### config.mk
export PLATFORM = sky130hd
export DESIGN_NAME = systolic_drain
export DESIGN_NICKNAME = d
export VERILOG_FILES = /design/src/rtl/systolic_pkg.sv /design/src/rtl/skew_delay.sv /design/src/rtl/systolic_drain.sv
export SDC_FILE = /design/constraint.sdc
export NUM_CORES = 1
export LEC_CHECK = 0
export CORE_UTILIZATION = 51
export CTS_CLUSTER_DIAMETER = 100
export DETAILED_ROUTE_END_ITERATION = 10
export PLACE_DENSITY = 0.72
export SETUP_SLACK_MARGIN = 0.02
export SYNTH_ARGS = -nofsm -noshare
export SYNTH_HDL_FRONTEND = slang
export SYNTH_SLANG_ARGS = --single-unit
export TNS_END_PERCENT = 100
### constraint.sdc
create_clock -name i_clk -period 4.28 [get_ports i_clk]
set_clock_uncertainty 0.15 [all_clocks]
set_input_delay 0.428 -clock i_clk [delete_from_list [all_inputs] [get_ports i_clk]]
set_output_delay 0.428 -clock i_clk [all_outputs]
set_load 0.005 [all_outputs]
### src/rtl/systolic_pkg.sv
// systolic_pkg: shared state encoding and lane-geometry helpers for the systolic drain block.
package systolic_pkg;
  typedef enum logic [1:0] {S_IDLE, S_WAIT, S_CAPTURE, S_DRAIN} state_t;
  localparam int NUM_ROWS_W = 8;
  localparam int DEF_DATA_WIDTH = 4;
  function automatic int sum_width(input int dw);
    return dw * dw;
  endfunction
  function automatic int lane_lsb(input int lane, input int sw);
    return lane * sw;
  endfunction
  localparam int DEF_SUM_WIDTH = DEF_DATA_WIDTH * DEF_DATA_WIDTH;
endpackage

### src/rtl/skew_delay.sv
// skew_delay: fixed-depth register chain for one result lane; depth 0 degenerates to a wire.
module skew_delay #(
  parameter int DEPTH = 0,
  parameter int WIDTH = 16
) (
  input  logic             i_clk,
  input  logic             i_rst_n,
  input  logic [WIDTH-1:0] i_d,
  output logic [WIDTH-1:0] o_q
);
  if (DEPTH == 0) begin : g_wire
    logic w_unused;
    assign w_unused = i_clk ^ i_rst_n;
    assign o_q = i_d;
  end else begin : g_chain
    logic [WIDTH-1:0] r_q [DEPTH];
    always_ff @(posedge i_clk or negedge i_rst_n)
      if (!i_rst_n) begin
        for (int i = 0; i < DEPTH; i++) r_q[i] <= '0;
      end else begin
        r_q[0] <= i_d;
        for (int i = 1; i < DEPTH; i++) r_q[i] <= r_q[i-1];
      end
    assign o_q = r_q[DEPTH-1];
  end
endmodule

### src/rtl/systolic_drain.sv
// systolic_drain: deskews systolic-array result lanes into aligned rows and buffers them behind a valid/ready port.
// Sticky overflow flag is built only when SYSTOLIC_DRAIN_OVF_EN is defined; ARRAY_SIZE must be at least 2.
module systolic_drain
  import systolic_pkg::*;
#(
  parameter int ARRAY_SIZE = 2,
  parameter int DATA_WIDTH = 4,
  parameter int PIPE_LAT   = 2,
  parameter int FIFO_DEPTH = 4
) (
  input  logic                                         i_clk,
  input  logic                                         i_rst_n,
  input  logic                                         i_start,
  input  logic [NUM_ROWS_W-1:0]                        i_num_rows,
  input  logic [ARRAY_SIZE*sum_width(DATA_WIDTH)-1:0]  i_in_row,
  output logic [ARRAY_SIZE*sum_width(DATA_WIDTH)-1:0]  o_out_data,
  output logic                                         o_out_valid,
  input  logic                                         i_out_ready,
  output logic                                         o_out_last,
  output logic                                         o_busy,
  output logic                                         o_overflow
);
  localparam int SW = sum_width(DATA_WIDTH);
  localparam int RW = ARRAY_SIZE * SW;
  localparam int AW = $clog2(FIFO_DEPTH);
  localparam int CW = $clog2(PIPE_LAT + ARRAY_SIZE + 1);
  localparam logic [CW-1:0] WAIT_END = CW'(PIPE_LAT - 1);
  localparam logic [CW-1:0] FILL_END = CW'(ARRAY_SIZE - 2);

  state_t                  r_state, w_state_nx;
  logic [CW-1:0]           r_cnt;
  logic [NUM_ROWS_W-1:0]   r_rows, r_num;
  logic [AW:0]             r_wp, r_rp;
  logic [RW:0]             r_mem [FIFO_DEPTH];
  logic [RW-1:0]           w_row;
  logic [AW-1:0]           w_wp_prev;
  logic w_start_ok, w_push, w_final, w_full, w_empty, w_pop, w_wr, w_drop;

  for (genvar j = 0; j < ARRAY_SIZE; j++) begin : g_lane
    skew_delay #(.DEPTH(ARRAY_SIZE - 1 - j), .WIDTH(SW)) u_skew (
      .i_clk  (i_clk),
      .i_rst_n(i_rst_n),
      .i_d    (i_in_row[lane_lsb(j, SW) +: SW]),
      .o_q    (w_row[lane_lsb(j, SW) +: SW])
    );
  end

  assign w_start_ok = i_start && r_state == S_IDLE && i_num_rows != '0;
  // r_cnt saturates once the deskew chains are full, so every later CAPTURE cycle pushes a row
  assign w_push     = r_state == S_CAPTURE && r_cnt == FILL_END;
  assign w_final    = r_rows == r_num - 1'b1;
  assign w_empty    = r_wp == r_rp;
  assign w_full     = (r_wp ^ r_rp) == {1'b1, {AW{1'b0}}};
  assign w_pop      = !w_empty && i_out_ready;
  assign w_wr       = w_push && (!w_full || w_pop);
  assign w_drop     = w_push && !w_wr;
  assign w_wp_prev  = r_wp[AW-1:0] - 1'b1;

  assign o_out_valid = !w_empty;
  assign o_out_data  = w_empty ? '0 : r_mem[r_rp[AW-1:0]][RW-1:0];
  assign o_out_last  = !w_empty && r_mem[r_rp[AW-1:0]][RW];
  assign o_busy      = r_state != S_IDLE;

  always_comb begin
    w_state_nx = r_state;
    w_state_nx = (r_state == S_IDLE    && w_start_ok)           ? S_WAIT    :
                 (r_state == S_WAIT    && r_cnt == WAIT_END)    ? S_CAPTURE :
                 (r_state == S_CAPTURE && w_push && w_final)    ? S_DRAIN   :
                 (r_state == S_DRAIN   && w_pop && o_out_last)  ? S_IDLE    : r_state;
  end

  always_ff @(posedge i_clk or negedge i_rst_n)
    if (!i_rst_n) begin
      r_state <= S_IDLE;
      r_cnt   <= '0;
      r_rows  <= '0;
      r_num   <= '0;
    end else begin
      r_state <= w_state_nx;
      if (w_start_ok) begin
        r_cnt  <= '0;
        r_rows <= '0;
        r_num  <= i_num_rows;
      end else if (r_state == S_WAIT) begin
        r_cnt <= (r_cnt == WAIT_END) ? '0 : r_cnt + 1'b1;
      end else if (r_state == S_CAPTURE) begin
        r_cnt  <= w_push ? r_cnt : r_cnt + 1'b1;
        r_rows <= w_push ? r_rows + 1'b1 : r_rows;
      end
    end

  always_ff @(posedge i_clk or negedge i_rst_n)
    if (!i_rst_n) begin
      r_wp <= '0;
      r_rp <= '0;
    end else begin
      if (w_wr)  r_wp <= r_wp + 1'b1;
      if (w_pop) r_rp <= r_rp + 1'b1;
    end

  // a dropped final row moves the last marker onto the newest stored row
  always_ff @(posedge i_clk)
    if (w_wr) r_mem[r_wp[AW-1:0]] <= {w_final, w_row};
    else if (w_drop && w_final) r_mem[w_wp_prev][RW] <= 1'b1;

`ifdef SYSTOLIC_DRAIN_OVF_EN
  logic r_ovf;
  always_ff @(posedge i_clk or negedge i_rst_n)
    if (!i_rst_n) r_ovf <= 1'b0;
    else if (w_start_ok) r_ovf <= 1'b0;
    else if (w_drop) r_ovf <= 1'b1;
  assign o_overflow = r_ovf;
`else
  assign o_overflow = 1'b0;
`endif
endmodule

==> summary.md <==
The logs give 0 for the max-cap violation count and 577 for the final layout net count. Launch instance of the worst register-to-register path: r_num[2]. Of all nets on the critical path, the largest fanout is 18.

TritonCTS built the clock tree. The run finished with clean final reports. After filler insertion, the fill cell instance count of the layout stands at 983. The logs give 21.7 mm for the first-pass GRT wire length and 0 for the final number of hold-violating endpoints. Among all cell types in the netlist, the one instantiated most often is sky130_fd_sc_hd__edfxtp_1. The average via count per standard cell is 5.46. For this block, the routed nets add up to 13.6 mm of wire. Counting flops with a built-in enable in the synthesized netlist gives 132.

The post-route netlist has 17.8% of its cells at a drive strength greater than 1. For this run, the number of Yosys warnings is 0. The core region is 13900 sq um. The power density relative to cell area works out to 662 nW/um^2.

The worst setup path category was register to register. The finished layout holds 719 standard cells, fillers aside. The die span in x came out at 121 um. The run gives 3.14 nW as the cell leakage power. The worst setup path is launched from a register. Entering global routing, the biggest net connects 44 pins. The logs give 0 ps for the post-route setup TNS and 430 ps for the insertion delay of the later-clocked pin in the worst-skew pair. The clock net in this run drives a total of 175 sinks.

Counting cells, the worst reg-to-reg path comes to 7. For the pin with the worst max-slew slack, the measured transition is 1090 ps. The die covers 14800 sq um.

The congestion estimate from routability-driven global placement came to 0.829. Of the total synthesized cell area, the portion taken by AND, OR, NAND and NOR gates is 11.0%. Summing the areas of all compound-gate instances in the mapped netlist gives 2.35% of the synthesized area. In this run the critical register-to-register path is captured at r_mem[1][10]. For the number of levels in the clock H-tree, the log shows 4.

The first detailed-routing pass ran for 6 iterations. In this run the tightest slew margin relative to its limit is 27.1%. The number of setup violations in the final report was 0. Counting along the longest clock path gives a buffer depth of 2. The number of antenna diodes in the final layout is 0.

The remaining routing DRC violations was 0. The largest area contributor in the synthesized netlist is sky130_fd_sc_hd__edfxtp_1. Number of instances in the synthesized netlist: 439. The post-synthesis share of cell area spent on xor and xnor gates is 2.53%, and the cell count after placement is 687. Post-CTS timing repair inserted 0 buffers for setup. The area growth from synthesis to layout is 23.0%, and the per-instance average area after synthesis is 16.6 sq um. The run gives 0 as the number of antenna violations at the first check in global routing. The logs give 4099 for the via count of the first global-routing pass and 3926 for the total number of vias. In this run the core area contains 43 standard-cell rows. After clock tree synthesis, the clock-pin slew on the worst setup and hold paths is 60 ps.

The number of max-slew violations in the final report came out at 0. Critical path arrival: 3660 ps. The worst setup path is captured at a register. Measured against the total synthesized area, the mux share comes to 12.1%. The final critical delay including setup and external delays was 3680 ps. After synthesis, the share of flip-flops with an asynchronous set or reset is 24.6%. At the worst endpoint, the required time is 4260 ps. Ranked by total cell area, the synthesized netlist is headed by sky130_fd_sc_hd__edfxtp_1 (54%), sky130_fd_sc_hd__dfrtp_1 (15%), sky130_fd_sc_hd__mux4_2 (10%). The root buffer cell chosen for the clock tree is sky130_fd_sc_hd__clkbuf_16. Clock tree synthesis inserted a total of 17 buffers. Derived from the worst setup path, the maximum achievable clock frequency is 272 MHz.

After clock tree synthesis, the repair step resized 0 gates. After synthesis the cells add up to 7280 sq um. The initial utilization of the core area, before any placement, comes to 52.5%.

Boundary pin count: 80. The sequential cell area fraction in the yosys report came out at 69.2%. The total overflow left after global routing is 0. For the final worst hold slack, the log shows 32.7 ps.

Setup repair after global routing left no endpoint under its margin. The main flop type after synthesis was sky130_fd_sc_hd__edfxtp_1. In this run the tool buffered the top-level ports with 78 buffer cells. The global-route total usage across every layer is 20.6%. The floorplan step set the die height to 121 um. The path class of the lowest-slack min-delay path is primary input to async pin.

The top cell type by area accounts for 54.4% of the synthesized area. The main combinational cell family by area after synthesis was multiplexers. The tools report the startpoint of the most critical setup path as r_num[2]. The count of hold buffers inserted by post-cts repair was 0. The final routed wire length divided by cell count was 18.8 um; the first-iteration detailed-routing DRC count was 333. In this run the register-to-register setup slack is 600 ps. The number of different library cells used by synthesis comes to 46.

Largest voltage drop on the vdd net: 0.391 mV. The tools report the remaining antenna violation count as 0. The post-synthesis net count is 490. After Yosys synthesis, full adders, half adders and majority gates account for 1.20% of the synthesized area. Counting instances in the post-synthesis netlist gives the leading cell types as sky130_fd_sc_hd__edfxtp_1 (132), sky130_fd_sc_hd__dfrtp_1 (43), sky130_fd_sc_hd__and2_1 (35), sky130_fd_sc_hd__nor2b_1 (35), sky130_fd_sc_hd__mux4_2 (33).

After synthesis the netlist holds a flip-flop and latch count of 175. The HPWL after detailed placement is 8.55 mm. The fraction of the cycle the final worst path needs was 86.0%.
## sequential cells by signal, summed over array words and instances, names as in the netlist
register,count
g_lane.u_skew.o_q,16
r_cnt,3
r_mem,132
r_num,8
r_rows,8
r_rp,3
r_state,2
r_wp,3
## report_power, final
| group | switching, W | total [W] | internal (W) |
|---|---|---|---|
| sequential | 0.000155 | 0.00222 | 0.00207 |
| clock | 0.000614 | 0.00156 | 0.000944 |
| combinational | 0.000924 | 0.00215 | 0.00122 |
| total | 0.00169 | 0.00593 | 0.00423 |
## per-stage QoR
stage	setup WS [ps]	area (sq um)	util (%)	power [W]
2_1_floorplan	225	7280	-	0.00348
3_5_place_dp	611	8350	60.2	0.00443
5_1_grt	437	8950	64.5	0.00625
3_3_place_gp	824	8350	60.2	0.00436
4_1_cts	568	8950	64.5	0.00600
6_report	599	8950	64.5	0.00593
## worst max-delay path by stage
stage | cells past startpoint | to
after floorplan | 6 | r_mem[2][0]
after global placement | 7 | r_mem[1][5]
after detailed placement | 7 | r_mem[1][10]
after CTS | 7 | r_mem[1][21]
after global routing | 7 | r_mem[3][13]
final | 7 | r_mem[1][10]
## cells by family (layout without fill, tap and decap cells)
kind of cell / count (synthesis) / in the layout
AND/OR/NAND/NOR: 138 / 138
AO/OA/AOI/OAI: 23 / 23
multiplexers: 46 / 46
buffers and inverters: 28 / 128
flip-flops: 175 / 175
adder cells (fa/ha/maj): 7 / 7
other: 1 / 1
XOR/XNOR: 21 / 21
## routing by layer
metal  wire length [um]  up-vias  track usage [%]
met4                223        0             7.87
met5                  0        -                0
met2               7180       90             34.6
met3                560       19             6.20
met1               5590     2005             24.9
li1                   -     1812                -
## critical path: stages, from the launching register on
cell,delay (ps)
sky130_fd_sc_hd__dfrtp_1,440
sky130_fd_sc_hd__or4_4,580
sky130_fd_sc_hd__nor4_1,340
sky130_fd_sc_hd__a311oi_1,160
sky130_fd_sc_hd__a2111oi_4,720
sky130_fd_sc_hd__mux2i_1,260
sky130_fd_sc_hd__nor2_4,480
sky130_fd_sc_hd__buf_12,240
## layout make-up
cell class | instances | area [sq um] | share of cell area, %
Clock buffer | 21 | 460 | 5.14
Clock inverter | 11 | 139 | 1.55
Inverter | 7 | 26.3 | 0.294
Multi-Input combinational cell | 236 | 2160 | 24.2
Sequential cell | 175 | 5040 | 56.3
Tap cell | 180 | 225 | 2.52
Timing Repair Buffer | 89 | 896 | 10.0
## cells in the final DEF (no fill, tap or decap), types with 6 or more instances in the layout
| master | count |
|---|---|
| sky130_fd_sc_hd__and2_1 | 35 |
| sky130_fd_sc_hd__dfrtp_1 | 41 |
| sky130_fd_sc_hd__xor2_1 | 12 |
| sky130_fd_sc_hd__ha_1 | 7 |
| sky130_fd_sc_hd__nor2b_1 | 35 |
| sky130_fd_sc_hd__o21ai_0 | 6 |
| sky130_fd_sc_hd__buf_4 | 8 |
| sky130_fd_sc_hd__nor2_1 | 20 |
| sky130_fd_sc_hd__clkdlybuf4s50_1 | 77 |
| sky130_fd_sc_hd__inv_1 | 7 |
| sky130_fd_sc_hd__nand2_1 | 12 |
| sky130_fd_sc_hd__edfxtp_1 | 132 |
| sky130_fd_sc_hd__clkbuf_16 | 17 |
| sky130_fd_sc_hd__mux2_2 | 8 |
| sky130_fd_sc_hd__xnor2_1 | 9 |
| sky130_fd_sc_hd__mux4_2 | 33 |
No activity file was read; power rests on OpenSTA's default activity.
